**src/rtl/banff_decode_pkg.sv**
```systemverilog
// ============================================================================
// banff_decode_pkg : RV32I opcodes, op-class encodings, immediate formats
// Rev 1.0
// ============================================================================
`default_nettype none

package banff_decode_pkg;

  localparam logic [6:0] C_OPC_LUI    = 7'b0110111;
  localparam logic [6:0] C_OPC_AUIPC  = 7'b0010111;
  localparam logic [6:0] C_OPC_JAL    = 7'b1101111;
  localparam logic [6:0] C_OPC_JALR   = 7'b1100111;
  localparam logic [6:0] C_OPC_BRANCH = 7'b1100011;
  localparam logic [6:0] C_OPC_LOAD   = 7'b0000011;
  localparam logic [6:0] C_OPC_STORE  = 7'b0100011;
  localparam logic [6:0] C_OPC_OPIMM  = 7'b0010011;
  localparam logic [6:0] C_OPC_OP     = 7'b0110011;
  localparam logic [6:0] C_OPC_FENCE  = 7'b0001111;
  localparam logic [6:0] C_OPC_SYSTEM = 7'b1110011;

  localparam logic [3:0] C_CLS_LUI     = 4'd0;
  localparam logic [3:0] C_CLS_AUIPC   = 4'd1;
  localparam logic [3:0] C_CLS_JAL     = 4'd2;
  localparam logic [3:0] C_CLS_JALR    = 4'd3;
  localparam logic [3:0] C_CLS_BRANCH  = 4'd4;
  localparam logic [3:0] C_CLS_LOAD    = 4'd5;
  localparam logic [3:0] C_CLS_STORE   = 4'd6;
  localparam logic [3:0] C_CLS_OPIMM   = 4'd7;
  localparam logic [3:0] C_CLS_OP      = 4'd8;
  localparam logic [3:0] C_CLS_FENCE   = 4'd9;
  localparam logic [3:0] C_CLS_SYSTEM  = 4'd10;
  localparam logic [3:0] C_CLS_ILLEGAL = 4'd15;

  typedef enum logic [2:0] {
    IMM_NONE = 3'd0,
    IMM_I    = 3'd1,
    IMM_S    = 3'd2,
    IMM_B    = 3'd3,
    IMM_U    = 3'd4,
    IMM_J    = 3'd5
  } imm_fmt_e;

endpackage

`default_nettype wire

```
**src/rtl/decode_issue_imm_gen.sv**
```systemverilog
// ============================================================================
// imm_gen : combinational RV32I immediate extractor, sign-extended to XLEN
// Rev 1.0
// ============================================================================
`default_nettype none

module imm_gen
  import banff_decode_pkg::*;
#(
  parameter int XLEN = 32
) (
  input  logic [31:0]     instr_i,
  output logic [XLEN-1:0] imm_o,
  output logic [2:0]      fmt_o
);

  imm_fmt_e    w_fmt;
  logic [31:0] w_imm32;

  always_comb begin
    w_fmt = IMM_NONE;
    case (instr_i[6:0])
      C_OPC_JALR, C_OPC_LOAD, C_OPC_OPIMM, C_OPC_SYSTEM: w_fmt = IMM_I;
      C_OPC_STORE:                                       w_fmt = IMM_S;
      C_OPC_BRANCH:                                      w_fmt = IMM_B;
      C_OPC_LUI, C_OPC_AUIPC:                            w_fmt = IMM_U;
      C_OPC_JAL:                                         w_fmt = IMM_J;
      default:                                           w_fmt = IMM_NONE;
    endcase
  end

  always_comb begin
    w_imm32 = '0;
    case (w_fmt)
      IMM_I: w_imm32 = {{20{instr_i[31]}}, instr_i[31:20]};
      IMM_S: w_imm32 = {{20{instr_i[31]}}, instr_i[31:25], instr_i[11:7]};
      IMM_B: w_imm32 = {{19{instr_i[31]}}, instr_i[31], instr_i[7],
                        instr_i[30:25], instr_i[11:8], 1'b0};
      IMM_U: w_imm32 = {instr_i[31:12], 12'b0};
      IMM_J: w_imm32 = {{11{instr_i[31]}}, instr_i[31], instr_i[19:12],
                        instr_i[20], instr_i[30:21], 1'b0};
      default: w_imm32 = '0;
    endcase
  end

  assign imm_o = XLEN'($signed(w_imm32));
  assign fmt_o = w_fmt;

endmodule

`default_nettype wire

```
**src/rtl/decode_issue.sv**
```systemverilog
// ============================================================================
// decode_issue : single-entry RV32I decode register with RAW scoreboard/issue
// Rev 1.0
// ============================================================================
`default_nettype none

module decode_issue
  import banff_decode_pkg::*;
#(
  parameter int XLEN       = 32,
  parameter int REG_ADDR_W = 5,
  parameter int OPC_W      = 4
) (
  input  logic                  clock_i,
  input  logic                  reset_i,
  input  logic                  if_valid_i,
  output logic                  if_ready_o,
  input  logic [31:0]           if_instr_i,
  input  logic [XLEN-1:0]       if_pc_i,
  output logic                  rf_re_o,
  output logic [REG_ADDR_W-1:0] rf_rs1_addr_o,
  output logic [REG_ADDR_W-1:0] rf_rs2_addr_o,
  input  logic                  wb_valid_i,
  input  logic [REG_ADDR_W-1:0] wb_rd_i,
  input  logic                  flush_i,
  output logic                  id_valid_o,
  input  logic                  id_ready_i,
  output logic [XLEN-1:0]       id_pc_o,
  output logic [OPC_W-1:0]      id_op_o,
  output logic [2:0]            id_funct3_o,
  output logic                  id_funct7b5_o,
  output logic [REG_ADDR_W-1:0] id_rd_o,
  output logic                  id_rd_we_o,
  output logic [XLEN-1:0]       id_imm_o,
  output logic                  id_illegal_o
);

  localparam int NREG = 1 << REG_ADDR_W;

  logic                  d_valid_q;
  logic [31:0]           d_instr_q;
  logic [XLEN-1:0]       d_pc_q;
  logic [NREG-1:0]       busy_q, busy_d;

  logic [OPC_W-1:0]      w_op;
  logic                  w_rs1_used, w_rs2_used, w_rd_we_cls, w_rd_we;
  logic                  w_hazard, w_issue, w_if_fire;
  logic [REG_ADDR_W-1:0] w_rs1, w_rs2, w_rd;
  logic [XLEN-1:0]       w_imm_raw, w_imm;
  logic [2:0]            w_fmt;

  assign w_rs1 = d_instr_q[15 +: REG_ADDR_W];
  assign w_rs2 = d_instr_q[20 +: REG_ADDR_W];
  assign w_rd  = d_instr_q[7 +: REG_ADDR_W];

  always_comb begin
    w_op = C_CLS_ILLEGAL;
    case (d_instr_q[6:0])
      C_OPC_LUI:    w_op = C_CLS_LUI;
      C_OPC_AUIPC:  w_op = C_CLS_AUIPC;
      C_OPC_JAL:    w_op = C_CLS_JAL;
      C_OPC_JALR:   w_op = C_CLS_JALR;
      C_OPC_BRANCH: w_op = C_CLS_BRANCH;
      C_OPC_LOAD:   w_op = C_CLS_LOAD;
      C_OPC_STORE:  w_op = C_CLS_STORE;
      C_OPC_OPIMM:  w_op = C_CLS_OPIMM;
      C_OPC_OP:     w_op = C_CLS_OP;
      C_OPC_FENCE:  w_op = C_CLS_FENCE;
      C_OPC_SYSTEM: w_op = C_CLS_SYSTEM;
      default:      w_op = C_CLS_ILLEGAL;
    endcase
  end

  always_comb begin
    w_rs1_used  = 1'b0;
    w_rs2_used  = 1'b0;
    w_rd_we_cls = 1'b0;
    case (w_op)
      C_CLS_LUI, C_CLS_AUIPC, C_CLS_JAL, C_CLS_SYSTEM: w_rd_we_cls = 1'b1;
      C_CLS_JALR, C_CLS_LOAD, C_CLS_OPIMM: begin
        w_rs1_used  = 1'b1;
        w_rd_we_cls = 1'b1;
      end
      C_CLS_BRANCH, C_CLS_STORE: begin
        w_rs1_used = 1'b1;
        w_rs2_used = 1'b1;
      end
      C_CLS_OP: begin
        w_rs1_used  = 1'b1;
        w_rs2_used  = 1'b1;
        w_rd_we_cls = 1'b1;
      end
      default: ;
    endcase
  end

  imm_gen #(.XLEN(XLEN)) u_imm_gen (
    .instr_i (d_instr_q),
    .imm_o   (w_imm_raw),
    .fmt_o   (w_fmt)
  );

  // OP, FENCE and illegal encodings carry no immediate
  assign w_imm   = (w_fmt == 3'(IMM_NONE)) ? '0 : w_imm_raw;
  assign w_rd_we = w_rd_we_cls && (w_rd != '0);

  // busy[0] is always 0, so x0 sources never stall
  assign w_hazard  = (w_rs1_used && busy_q[w_rs1]) || (w_rs2_used && busy_q[w_rs2]);
  assign w_issue   = d_valid_q && !w_hazard && !flush_i && (!id_valid_o || id_ready_i);
  assign if_ready_o = !flush_i && (!d_valid_q || w_issue);
  assign w_if_fire = if_valid_i && if_ready_o;

  assign rf_re_o       = w_issue;
  assign rf_rs1_addr_o = w_rs1;
  assign rf_rs2_addr_o = w_rs2;

  always_ff @(posedge clock_i) begin
    if (reset_i || flush_i) begin
      d_valid_q <= 1'b0;
    end else if (w_if_fire) begin
      d_valid_q <= 1'b1;
    end else if (w_issue) begin
      d_valid_q <= 1'b0;
    end
  end

  always_ff @(posedge clock_i) begin
    if (w_if_fire) begin
      d_instr_q <= if_instr_i;
      d_pc_q    <= if_pc_i;
    end
  end

  // Set after clear so an issue targeting the retiring rd keeps it busy
  always_comb begin
    busy_d = busy_q;
    if (wb_valid_i) busy_d[wb_rd_i] = 1'b0;
    if (w_issue && w_rd_we) busy_d[w_rd] = 1'b1;
    busy_d[0] = 1'b0;
  end

  always_ff @(posedge clock_i) begin
    if (reset_i || flush_i) busy_q <= '0;
    else                    busy_q <= busy_d;
  end

  always_ff @(posedge clock_i) begin
    if (reset_i) begin
      id_valid_o    <= 1'b0;
      id_pc_o       <= '0;
      id_op_o       <= '0;
      id_funct3_o   <= '0;
      id_funct7b5_o <= 1'b0;
      id_rd_o       <= '0;
      id_rd_we_o    <= 1'b0;
      id_imm_o      <= '0;
      id_illegal_o  <= 1'b0;
    end else if (flush_i) begin
      id_valid_o <= 1'b0;
    end else if (w_issue) begin
      id_valid_o    <= 1'b1;
      id_pc_o       <= d_pc_q;
      id_op_o       <= w_op;
      id_funct3_o   <= d_instr_q[14:12];
      id_funct7b5_o <= d_instr_q[30];
      id_rd_o       <= w_rd;
      id_rd_we_o    <= w_rd_we;
      id_imm_o      <= w_imm;
      id_illegal_o  <= (w_op == C_CLS_ILLEGAL);
    end else if (id_ready_i) begin
      id_valid_o <= 1'b0;
    end
  end

endmodule

`default_nettype wire

```
**config.mk**
```make
export PLATFORM = sky130hd
export DESIGN_NAME = decode_issue
export DESIGN_NICKNAME = d
export VERILOG_FILES = /design/src/rtl/banff_decode_pkg.sv /design/src/rtl/decode_issue_imm_gen.sv /design/src/rtl/decode_issue.sv
export SDC_FILE = /design/constraint.sdc
export NUM_CORES = 1
export LEC_CHECK = 0
export ABC_AREA = 1
export BUFFER_PORTS_ARGS = -buffer_cell sky130_fd_sc_hd__clkbuf_2
export CORE_ASPECT_RATIO = 1.4
export CORE_MARGIN = 2
export CORE_UTILIZATION = 51
export DETAILED_ROUTE_END_ITERATION = 10
export PLACE_DENSITY = 0.75
export SKIP_CTS_REPAIR_TIMING = 1
export SYNTH_ARGS = -nofsm -noshare
export SYNTH_HDL_FRONTEND = slang
export SYNTH_HIERARCHICAL = 1
export SYNTH_SLANG_ARGS = --single-unit
```
**constraint.sdc**
```tcl
create_clock -name clock_i -period 6.6 [get_ports clock_i]
set_input_delay 0.66 -clock clock_i [delete_from_list [all_inputs] [get_ports clock_i]]
set_output_delay 0.66 -clock clock_i [all_outputs]
set_load 0.03 [all_outputs]
```
=== Word level (Yosys, flattened, before mapping) ===
Index checks and enable logic that the tools add are counted.

* Flip-flop bits (word level): 177
* Input bits: 75
* Output and inout bits: 92
* Logic and storage cells: 102

* $lt $le $gt $ge: 6
* Eq/ne operators: 26
* Muxes and demuxes: 21
* Bitwise operators: 4
* Reductions and logical operators: 31

{| class="wikitable"
|+ Operators with widths
! operator !! count
|-
| $pmux 32 s5 || 1
|-
| $mux 32 || 3
|-
| $pmux 4 s11 || 1
|-
| $and 32x32->32 || 1
|-
| $not 32->32 || 1
|-
| $or 32x32->32 || 1
|-
| $eq 7x7->1 const B || 4
|-
| $lt 5x6->1 const B || 4
|-
| $eq 7x6->1 const B || 3
|-
| $eq 4x3->1 const B || 4
|-
| $pmux 3 s5 || 1
|-
| $eq 7x5->1 const B || 2
|-
| $eq 4x4->1 const B || 3
|-
| $logic_and 1x1->1 || 11
|-
| $mux 1 || 11
|-
| $bmux 1 s5 || 2
|-
| $demux 1 s5 || 2
|-
| $ge 5x1->1 const B || 2
|-
| $eq 4x2->1 const B || 2
|-
| $reduce_or 8->1 || 1
|-
| $eq 7x2->1 const B || 1
|-
| $eq 7x4->1 const B || 1
|-
| $eq 3x2->1 const B || 2
|-
| $eq 3x3->1 const B || 2
|-
| 14 further kinds || 22
|}

=== Logic depth before layout (Yosys ltp) ===
Gate-level depths: netlist of the first run.

* Depth after elaboration: 15
* Mapped depth: 18
* Mapped depth without buffers: 15

=== Hierarchy ===
The synthesis of the first run kept the hierarchy.

{| class="wikitable"
|+ Modules (own cells, without submodules)
! module !! instances !! cells each !! area an instance (um2) !! seq. area each (um2)
|-
| decode_issue || 1 || 899 || 7547.2 || 4164.0
|-
| imm_gen || 1 || 220 || 948.4 || 0.0
|}

=== Worst setup path after synthesis of the first run ===
OpenSTA, ideal clock, no wires.

* Path kind: register to register
* From: reg d_instr_q[20]
* To: reg d_instr_q[0], enable pin
* Library setup time: 487 ps
* Arrival time: 4331 ps
* Required time: 6113 ps
* Path slack: 1782 ps
* Stages on the path, launching flop included: 16
* Path buffers: 2
* Clock period less this slack: 4818 ps
* Cell sequence: edfxtp_1 > buf_6 > buf_2 > nand2_1 > nand3_1 > nand3_1 > nand3_1 > nand2_1 > nand2_1 > nand3_1 > nand2_2 > nor2_8 > nand2_4 > nand2_1 > nand2_1 > nor2_1

* Word-level cells in the longest chain between the ends: 11

{| class="wikitable"
|+ RTL lines
! what !! line !! source
|-
| start, declared || decode_issue.sv:41 || <nowiki>logic [31:0] d_instr_q;</nowiki>
|-
| start signal, assigned || decode_issue.sv:129 || <nowiki>d_instr_q <= if_instr_i;</nowiki>
|-
| $bmux 1 s5 || decode_issue.sv:108 || <nowiki>assign w_hazard = (w_rs1_used && busy_q[w_rs1]) || (w_rs2_used && busy_q[w_rs2]);</nowiki>
|-
| $mux 1 (not written as such) || decode_issue.sv:108 ||
|-
| $logic_and 1x1->1 || decode_issue.sv:108 ||
|-
| $logic_or 1x1->1 || decode_issue.sv:108 ||
|-
| $logic_not 1->1 || decode_issue.sv:109 || <nowiki>assign w_issue = d_valid_q && !w_hazard && !flush_i && (!id_valid_o || id_ready_i);</nowiki>
|-
| $logic_and 1x1->1 (3 in series) || decode_issue.sv:109 ||
|-
| $logic_or 1x1->1 || decode_issue.sv:110 || <nowiki>assign if_ready_o = !flush_i && (!d_valid_q || w_issue);</nowiki>
|-
| $logic_and 1x1->1 || decode_issue.sv:110 ||
|-
| $logic_and 1x1->1 || decode_issue.sv:111 || <nowiki>assign w_if_fire = if_valid_i && if_ready_o;</nowiki>
|-
| via w_if_fire || decode_issue.sv:47 || <nowiki>logic w_hazard, w_issue, w_if_fire;</nowiki>
|}

The timed path passes the listed nets, and every way through them passes these cells. The select of a mux whose other input is x is not followed.
A chain may end at the register's enable or synchronous reset.

=== Final worst setup path of the first run ===
* From: reg d_instr_q[20]
* To: out if_ready_o

* Word-level cells in the longest chain between the ends: 10

{| class="wikitable"
|+ RTL lines
! what !! line !! source
|-
| $bmux 1 s5 || decode_issue.sv:108 ||
|-
| $mux 1 (not written as such) || decode_issue.sv:108 ||
|-
| $logic_and 1x1->1 || decode_issue.sv:108 ||
|-
| $logic_or 1x1->1 || decode_issue.sv:108 ||
|-
| $logic_not 1->1 || decode_issue.sv:109 ||
|-
| $logic_and 1x1->1 (3 in series) || decode_issue.sv:109 ||
|-
| $logic_or 1x1->1 || decode_issue.sv:110 ||
|-
| $logic_and 1x1->1 || decode_issue.sv:110 ||
|-
| end, declared || decode_issue.sv:17 || <nowiki>output logic if_ready_o,</nowiki>
|}

Every way passes these cells. The select of a mux whose other input is x is not followed.

==> metrics.yaml, run 1 <==
yosys:
  syn-cell-area_um2: 8500
  yosys-top-cells-area: "dfxtp_1 26%, edfxtp_1 23%, nor2_1 10%"
  yosysTopAreaCellShare_pct: 26.4
  ys_seq_area_share_pct: 49.0
  synth_edf_count: 64
  synth_ff_type: "dfxtp_1"
  ys_top_cells_by_count: "234 x nor2_1, 188 x nand2_1, 132 x nand3_1, 112 x dfxtp_1, 111 x o21ai_0"
  synthCells: 1119
  synthesis.nets: 1194
  synth_cell_types: 29
  synth_most_common_cell: "nor2_1"
  ys_warn_count: 6
  syn_avg_cell_area_um2: 7.59
  async_reset_ff_share_pct: 0
  synth_seq_cells: 176
  synth_top_area_cell: "dfxtp_1"
timing:
  setup_viol: 0
  grt_setup_unrepaired: "no"
  timing.fmax_mhz: 227
  slew_viol_final: 0
  fin_crit_sh_pct: 66.6
  fin_crit_ps: 4400
  tightestPinTransition_ps: 1220
  tns_ps: 0
  fin_skew_ps: 12.5
  fin_ws_ps: 2200
  slew_headroom_pct: 18.4
  hold_viol_final: 0
grt:
  grt_usage_pct: 25.4
  grt_antenna_before_repair: 0
  grt_pass1_wl_mm: 35.6
  grt_pass1_vias: 7273
  grt_start_max_net_pins: 83
  grt_overflow: 0
worst_hold_path:
  hp-class: "in -> reg"
  hold_path_end: "d_pc_q[10]"
  worstHoldPathCells: 1
  worstHoldStart: "if_pc_i[10]"
finish:
  finalNonFillerCells: 1449
  drive_gt1_share_pct: 20.2
  syn2layout_area_growth_pct: 15.0
  fin_area_um2: 9770
  nNetsFinal: 1312
  diodes: 0
job:
  cap_violations: 0
setup_path:
  ff2ff_path_depth: 15
  end_kind: "primary output"
  crit_chain: "inv_2 > nand2_1 > nand3_1 > nand3_1 > nand3_1 > nand2_1 > nand2_1 > nand3_1 > nand2_2 > nor2_8 > nand2_4 > nand2_1 > nand2_1 > inv_1 > clkbuf_2"
  startpoint_type: "register"
  criticalPathCategory: "reg -> out"
  crit_required_ps: 5940
  crit_fanout: 82
  slowest_stage: "edfxtp_1"
  slowest_delay_ps: 790
  rrSetupSlack_ps: 2460
  arrival_ps: 3740
  cp_common_cell: "nand2_1"
  r2r_start: "d_instr_q[20]"
  rr_endpoint: "d_instr_q[25]"
detailed_routing:
  drc: 7
  drtAntennaViolNets: 0
  wirelength_mm: 22.0
  dr.pass1.iters: 8
  viasPerCell: 5.37
  vias: 7781
  wire_per_inst_um: 15.2
  drt_iter0_markers: 673
clock_network:
  worstSkewPairLatency_ps: 440
  cts-buffers-inserted: 17
  htree_levels: 4
  clkTransAtPathRegs_ps: 80
  cts-root-buf: "clkbuf_16"
  cts_sinks: 176
  clock_path_buffers: 2
  cts_tree: "yes"
placement:
  dp_hpwl_mm: 15.5
  port_buffers: 166
  dp.cells: 1417
  place.gp.congestion: 0.907
  placed_area_um2: 9170
  place_ws_ps: 2500
power:
  switching_share_pct: 27.8
  p_per_area_nw_per_um2: 247
  vdd_drop_max_uv: 191
  pwr-share-clk_pct: 41.5
  p_leak_uw: 0.00416
  p_comb_share_pct: 8.9
  power_uw: 2410
  seqPwrFrac_pct: 49.6
  switchingPower_uw: 670
  p_int_uw: 1740
floorplan:
  coreArea_um2: 16200
  initial_utilization_pct: 52.3
  dieArea_um2: 17700
  row_count: 55
  die_x_um: 113
  die-height_um: 157
  io_pins: 167
outcome:
  outcome: "finished with violations"
  violations: "design-rule violations"
-- worst max-delay path by stage --
stage                        from      endpoint  slack [ps]  cells past startpoint
global route        d_instr_q[20]    if_ready_o        1820                     15
global placement    d_instr_q[15]    d_pc_q[31]        2580                     15
floorplan           d_instr_q[20]  d_instr_q[0]        1780                     15
detailed placement  d_instr_q[20]    d_pc_q[31]        2500                     15
CTS                 d_instr_q[20]       rf_re_o        2200                     13
finish              d_instr_q[20]    if_ready_o        2200                     15
-- metal layers --
layer	track usage (%)	vias to the layer above	wire length, um
li1	-	3905	-
met1	30.9	3478	8780
met2	41.9	345	10500
met3	6.55	53	1920
met4	12.3	0	748
met5	0	-	0
-- per-stage QoR --
stage	utilization (%)	hold WS [ps]
CTS	60.2	379
finish	60.2	390
global route	60.2	377
detailed placement	56.4	460
global placement	56.4	454
floorplan	-	462
-- flip-flops by register name, summed over array words and instances (netlist names) --
| name | count |
|---|---|
| id_funct7b5_o | 1 |
| id_imm_o | 32 |
| id_pc_o | 32 |
| id_illegal_o | 1 |
| id_rd_o | 5 |
| d_pc_q | 32 |
| id_funct3_o | 3 |
| d_instr_q | 32 |
| busy_q | 31 |
| d_valid_q | 1 |
| id_op_o | 4 |
| id_valid_o | 1 |
| id_rd_we_o | 1 |
-- layout make-up --
type                       instances  area (um2)
fill                            1529        6470
inverter                          83         317
timing repair buffer             171         868
clock inverter                    15         181
clock buffer                      17         425
multi-input combinational        788        3570
tap                              199         249
sequential                       176        4160
-- power by group through the flow --
stage                     sequential, uW  combinational (uW)  clock (uW)
after floorplan                     1250                 119           0
after global placement              1220                 212           0
after detailed placement            1220                 215           0
after CTS                           1200                 216        1020
after global routing                1200                 239        1050
final                               1200                 215        1000
-- critical path, delay by kind of cell (launching register included) --
kind | cells | cell delay (ps)
AND/OR/NAND/NOR | 12 | 1900
flip-flops | 1 | 790
buffers and inverters | 3 | 570
-- cell families after synthesis --
kind of cell | synth area share, %
buf+inv | 9.15
compound gates | 9.22
flops | 49.0
simple gates | 32.6
-- cell usage in the layout, fill, tap and decap left out --
cell / instances
a211oi_1: 1
a21oi_1: 41
a22oi_1: 1
buf_4: 5
clkbuf_16: 17
clkbuf_2: 166
clkinv_4: 3
clkinv_8: 5
dfxtp_1: 112
edfxtp_1: 64
inv_1: 75
inv_12: 1
inv_2: 6
inv_4: 2
inv_6: 4
inv_8: 2
nand2_1: 188
nand2_2: 3
nand2_4: 1
nand3_1: 132
nand3b_1: 1
nand4_1: 35
nor2_1: 233
nor2_2: 33
nor2_4: 2
nor2_8: 1
nor3_1: 1
nor3_2: 1
nor3_4: 1
o21a_1: 1
o21ai_0: 111
or2_1: 1
(Power assumes the default switching activity.)
==> run 2, diff against run 1 <==
Settings changed: CORE_UTILIZATION 51 to 50, PLACE_DENSITY 0.75 to 0.76.
Clock period 6.6 ns to 3.95 ns, I/O delays scaled along.
==> metrics.yaml, run 2 (synthesis results as in run 1) <==
outcome:
  outcome: "finished clean"
floorplan:
  io_pins: 167  # unchanged
  row_count: 56  # +1.8%
  die-height_um: 158  # +0.97%
  dieArea_um2: 18100  # +1.9%
  initial_utilization_pct: 50.9  # -1.4 points
  die_x_um: 114  # +0.96%
  coreArea_um2: 16700  # +2.7%
timing:
  tns_ps: 0  # unchanged
  fin_crit_ps: 3690
  timing.fmax_mhz: 271
  hold_viol_final: 0  # unchanged
  slew_viol_final: 0  # unchanged
  tightestPinTransition_ps: 1060  # -155 ps
  setup_viol: 0  # unchanged
  grt_setup_unrepaired: "no"
  fin_skew_ps: 23.2  # +10.7 ps
  fin_ws_ps: 261  # -1940 ps
  fin_crit_sh_pct: 93.4
  slew_headroom_pct: 28.9  # +10 points
placement:
  port_buffers: 166  # unchanged
  dp_hpwl_mm: 15.2  # -1.9%
  place_ws_ps: 553  # -1940 ps
  place.gp.congestion: 0.911  # +0.39%
setup_path:
  crit_fanout: 81  # -1.2%
  r2r_start: "d_instr_q[15]"
  rr_endpoint: "id_funct3_o[0]"
  arrival_ps: 3290  # -450 ps
  rrSetupSlack_ps: 510  # -1950 ps
  startpoint_type: "register"
  end_kind: "primary output"
  ff2ff_path_depth: 16  # +1
  crit_required_ps: 3560  # -2380 ps
  criticalPathCategory: "reg -> out"
detailed_routing:
  dr.pass1.iters: 7  # -1
  drt_iter0_markers: 420  # -38%
  drtAntennaViolNets: 0  # unchanged
  wirelength_mm: 21.4  # -2.6%
  drc: 0  # -7
  vias: 7801  # +0.26%
  viasPerCell: 5.34  # -0.63%
  wire_per_inst_um: 14.7  # -3.4%
finish:
  syn2layout_area_growth_pct: 15.9
  diodes: 0  # unchanged
  post-route-util_pct: 59.1  # -1.1 points
  nNetsFinal: 1321  # +0.69%
  most-common-layout-cells: "233 x nor2_1, 188 x nand2_1, 166 x clkbuf_2"
  layout_commonest_cell: "nor2_1"
  drive_gt1_share_pct: 20.7  # +0.49 points
  fillCellCount: 1591  # +4.1%
clock_network:
  cts_tree: "yes"
  cts-buffers-inserted: 17  # unchanged
  clock_path_buffers: 2  # unchanged
  worstSkewPairLatency_ps: 440  # about the same
  cts-root-buf: "clkbuf_16"
  clkTransAtPathRegs_ps: 70  # about the same
  htree_levels: 4  # unchanged
  cts_sinks: 176  # unchanged
grt:
  grt_usage_pct: 24.4  # -1.0 points
  grt_antenna_before_repair: 0  # unchanged
  grt_pass1_wl_mm: 35.0  # -1.8%
  grt_pass1_vias: 7289  # +0.22%
  grt_overflow: 0  # unchanged
  grt_start_max_net_pins: 82  # -1.2%
worst_hold_path:
  hold_path_end: "d_pc_q[23]"
  worstHoldStart: "if_pc_i[23]"
  hp-class: "in -> reg"
  worstHoldPathCells: 1  # unchanged
power:
  p_per_area_nw_per_um2: 408  # +65%
  vdd_drop_max_uv: 273  # +43%
  p_leak_uw: 0.00421  # +1.1%
job:
  cap_violations: 0  # unchanged
==> run 2: stage by stage <==
| stage | instance area [um2] | total power, uW | hold WS [ps] | std cells |
|---|---|---|---|---|
| after floorplan | 8500 | 2280 | 462 | 1119 |
| after global placement | 9260 | 2400 | 451 | 1429 |
| after detailed placement | 9260 | 2400 | 461 | 1429 |
| after CTS | 9840 | 4050 | 115 | 1461 |
| after global routing | 9850 | 4160 | 106 | 1462 |
| final | 9850 | 4020 | 124 | 1462 |
==> run 2: metal layers <==
layer	wire [um]	vias to the layer above	share of wire (%)	GRT usage (%)
met5	0	-	0	0
li1	-	3923	-	-
met4	464	0	2.2	10.2
met2	10700	307	50	41.3
met1	8610	3535	40	29.4
met3	1630	36	7.6	6.24
==> run 2: final cells by class <==
| type | instances | area (um2) | area share, % |
|---|---|---|---|
| flip-flops and latches | 176 | 4160 | 42.3 |
| clock buffers | 19 | 454 | 4.61 |
| repair buffers | 180 | 961 | 9.75 |
| inverters | 83 | 317 | 3.21 |
| well taps | 203 | 254 | 2.58 |
| clock inverters | 13 | 134 | 1.36 |
| multi-input cells | 788 | 3570 | 36.2 |
==> run 2: report_power, final <==
part | total (uW) | switching, uW | internal [uW]
clock | 1660 | 781 | 878
sequential | 2000 | 53.0 | 1940
combinational | 365 | 251 | 114
==> run 2: worst max-delay path, cell delays in order, from the launching register on <==
cell,delay (ps)
edfxtp_1,800
inv_4,180
nand2_1,110
nand3_1,80
nand3_1,110
nand2_1,70
nand2_1,70
nand3_1,80
nand3_1,110
nand2_2,100
nor2_8,350
nand2_4,70
buf_4,350
inv_4,130
clkbuf_2,210
==> run 2: worst max path at each step <==
| stage | slack (ps) | start | depth (start not counted) | end |
|---|---|---|---|---|
| floorplan | 210 | d_instr_q[20] | 15 | d_instr_q[0] |
| global placement | 660 | d_instr_q[20] | 16 | id_imm_o[31] |
| detailed placement | 550 | d_instr_q[15] | 16 | id_pc_o[25] |
| CTS | 280 | d_instr_q[15] | 14 | rf_re_o |
| global route | 10 | d_instr_q[15] | 14 | rf_re_o |
| finish | 260 | d_instr_q[15] | 14 | rf_re_o |
==> run 3, diff against run 2 <==
Settings changed: ABC_CLOCK_PERIOD_IN_PS from default to 3950, BUFFER_PORTS_ARGS -buffer_cell sky130_fd_sc_hd__clkbuf_2 to default, CORE_UTILIZATION 50 to 51, DONT_BUFFER_PORTS from default to 1, PLACE_DENSITY 0.76 to 0.69.
==> metrics.yaml, run 3 (synthesis results as in run 1) <==
setup_path:
  cp_common_cell: "nand3_1"
  crit_required_ps: 3560  # about the same
  crit_chain: "inv_2 > nand2_1 > nand3_1 > nand3_1 > nand3_1 > nand2_1 > nand2_1 > nand3_1 > nand2_2 > nor2_8 > nand2_4 > inv_4 > buf_4"
  slowest_stage: "edfxtp_1"
  worst_path_dominant_cell_family: "simple AND/OR/NAND/NOR gates"
  criticalPathCategory: "reg -> out"
  end_kind: "primary output"
  arrival_ps: 2930  # -360 ps
  slowest_delay_ps: 730  # -70 ps
  startpoint_type: "register"
  critical_path_buf_inv_count: 3  # -1
  crit_fanout: 41  # -49%
placement:
  placed_area_um2: 8440  # -8.8%
  dp_hpwl_mm: 15.5  # +1.9%
  place.gp.congestion: 0.956  # +5.0%
  port_buffers: 0  # -100%
clock_network:
  cts-root-buf: "clkbuf_16"
  worstSkewPairLatency_ps: 440  # about the same
  cts-buffers-inserted: 17  # unchanged
  clock_path_buffers: 2  # unchanged
  clkTransAtPathRegs_ps: 70  # about the same
  htree_levels: 4  # unchanged
  cts_sinks: 176  # unchanged
  cts_tree: "yes"
grt:
  grt_overflow: 0  # unchanged
  grt_pass1_vias: 6797  # -6.7%
  grt_pass1_wl_mm: 35.3  # +0.99%
  grt_usage_pct: 25.5  # +1.1 points
  grt_antenna_before_repair: 3  # +3
  grt_start_max_net_pins: 81  # -1.2%
floorplan:
  row_count: 55  # -1.8%
  io_pins: 167  # unchanged
  coreArea_um2: 16200  # -2.6%
  initial_utilization_pct: 52.3  # +1.4 points
  dieArea_um2: 17700  # -1.9%
  die_x_um: 113  # -0.95%
  die-height_um: 157  # -0.96%
finish:
  nNetsFinal: 1160  # -12%
  drive_gt1_share_pct: 9.11  # -12 points
  fin_area_um2: 9070  # -7.9%
  syn2layout_area_growth_pct: 6.77
  post-route-util_pct: 55.9  # -3.2 points
  layout_commonest_cell: "nor2_1"
  most-common-layout-cells: "233 x nor2_1, 188 x nand2_1, 132 x nand3_1"
detailed_routing:
  drtAntennaViolNets: 0  # unchanged
  wirelength_mm: 22.3  # +3.9%
  vias: 7322  # -6.1%
  dr.pass1.iters: 8  # +1
  viasPerCell: 5.64  # +5.6%
  drc: 11  # +11
  wire_per_inst_um: 17.1  # +17%
  drt_iter0_markers: 584  # +39%
timing:
  setup_viol: 0  # unchanged
  slew_viol_final: 0  # unchanged
  tightestPinTransition_ps: 1120  # +55.5 ps
  slew_headroom_pct: 25.1  # -3.7 points
  hold_viol_final: 0  # unchanged
  fin_skew_ps: 11.9  # -11.3 ps
  hold-worst-slack_ps: 13.9  # -110 ps
  fin_crit_sh_pct: 84.2  # -9.2 points
  fin_crit_ps: 3330  # -364 ps
  timing.fmax_mhz: 301  # +11%
  grt_setup_unrepaired: "no"
  tns_ps: 0  # unchanged
power:
  p_comb_share_pct: 5.7  # -3.4 points
  p_leak_uw: 0.00351  # -17%
  switchingPower_uw: 1120  # +3.2%
  vdd_drop_max_uv: 359  # +32%
  p_per_area_nw_per_um2: 440  # +7.8%
  switching_share_pct: 28.0  # +1.1 points
  pwr-share-clk_pct: 42.4  # +1.1 points
  power_uw: 3990  # -0.73%
  seqPwrFrac_pct: 51.8  # +2.1 points
  p_int_uw: 2870  # -2.2%
worst_hold_path:
  hp-class: "in -> reg"
outcome:
  violations: "design-rule violations"
  outcome: "finished with violations"
job:
  cap_violations: 0  # unchanged
run 3: cell count changes in the layout (fill, tap and decap cells not counted), sizes merged:
| cell | change |
|---|---|
| clkbuf | -168 |
| clkinvlp | -1 |
| dlygate4sd3 | +1 |
| buf | +4 |
| inv | -2 |
| clkinv | +5 |
| diode | +2 |
run 3: power by group through the flow:
stage / clock [uW] / sequential, uW / combinational [uW]
4_1_cts: 1730 / 2070 / 228
6_report: 1690 / 2070 / 229
3_5_place_dp: 0 / 2110 / 227
3_3_place_gp: 0 / 2110 / 224
2_1_floorplan: 0 / 2080 / 200
5_1_grt: 1800 / 2080 / 260
run 3: worst register-to-register path: stages (launching register included):
cell,delay [ps]
edfxtp_1,730
inv_2,260
nand2_1,110
nand3_1,70
nand3_1,110
nand3_1,80
nand2_1,100
nand2_1,50
nand3_1,100
nand2_2,90
nor2_8,100
nand2_4,70
nand2_1,80
nand2_1,110
nor2_4,490
buf_4,310
run 3: path summary, 6_finish.rpt:
path | start | end | slack [ps] | depth (start not counted)
worst max-delay path | d_instr_q[20] | rf_re_o | 620 | 13
worst min-delay path | reset_i | id_rd_we_o | 10 | 1
worst max register to register | d_instr_q[20] | d_instr_q[23] | 800 | 15
worst min register to register | d_valid_q | d_valid_q | 490 | 2
run 3: layout make-up:
cell class,count,area (um2)
clock buffers,17,425
multi-input cells,788,3570
well taps,199,249
repair buffers,19,158
diodes,2,5.00
clock inverters,15,186
fillers,1578,7170
flip-flops and latches,176,4160
inverters,83,317
run 3: layer usage:
layer  global-route usage, %  wire [um]
met4                    13.8        934
met3                    9.49       2150
met1                    28.5       8450
met2                    42.2      10700
met5                       0          0
run 3: through the flow:
stage	std cells	setup WS, ps
2_1_floorplan	1119	214
3_3_place_gp	1264	890
3_5_place_dp	1264	803
4_1_cts	1296	625
5_1_grt	1298	397
6_report	1299	625
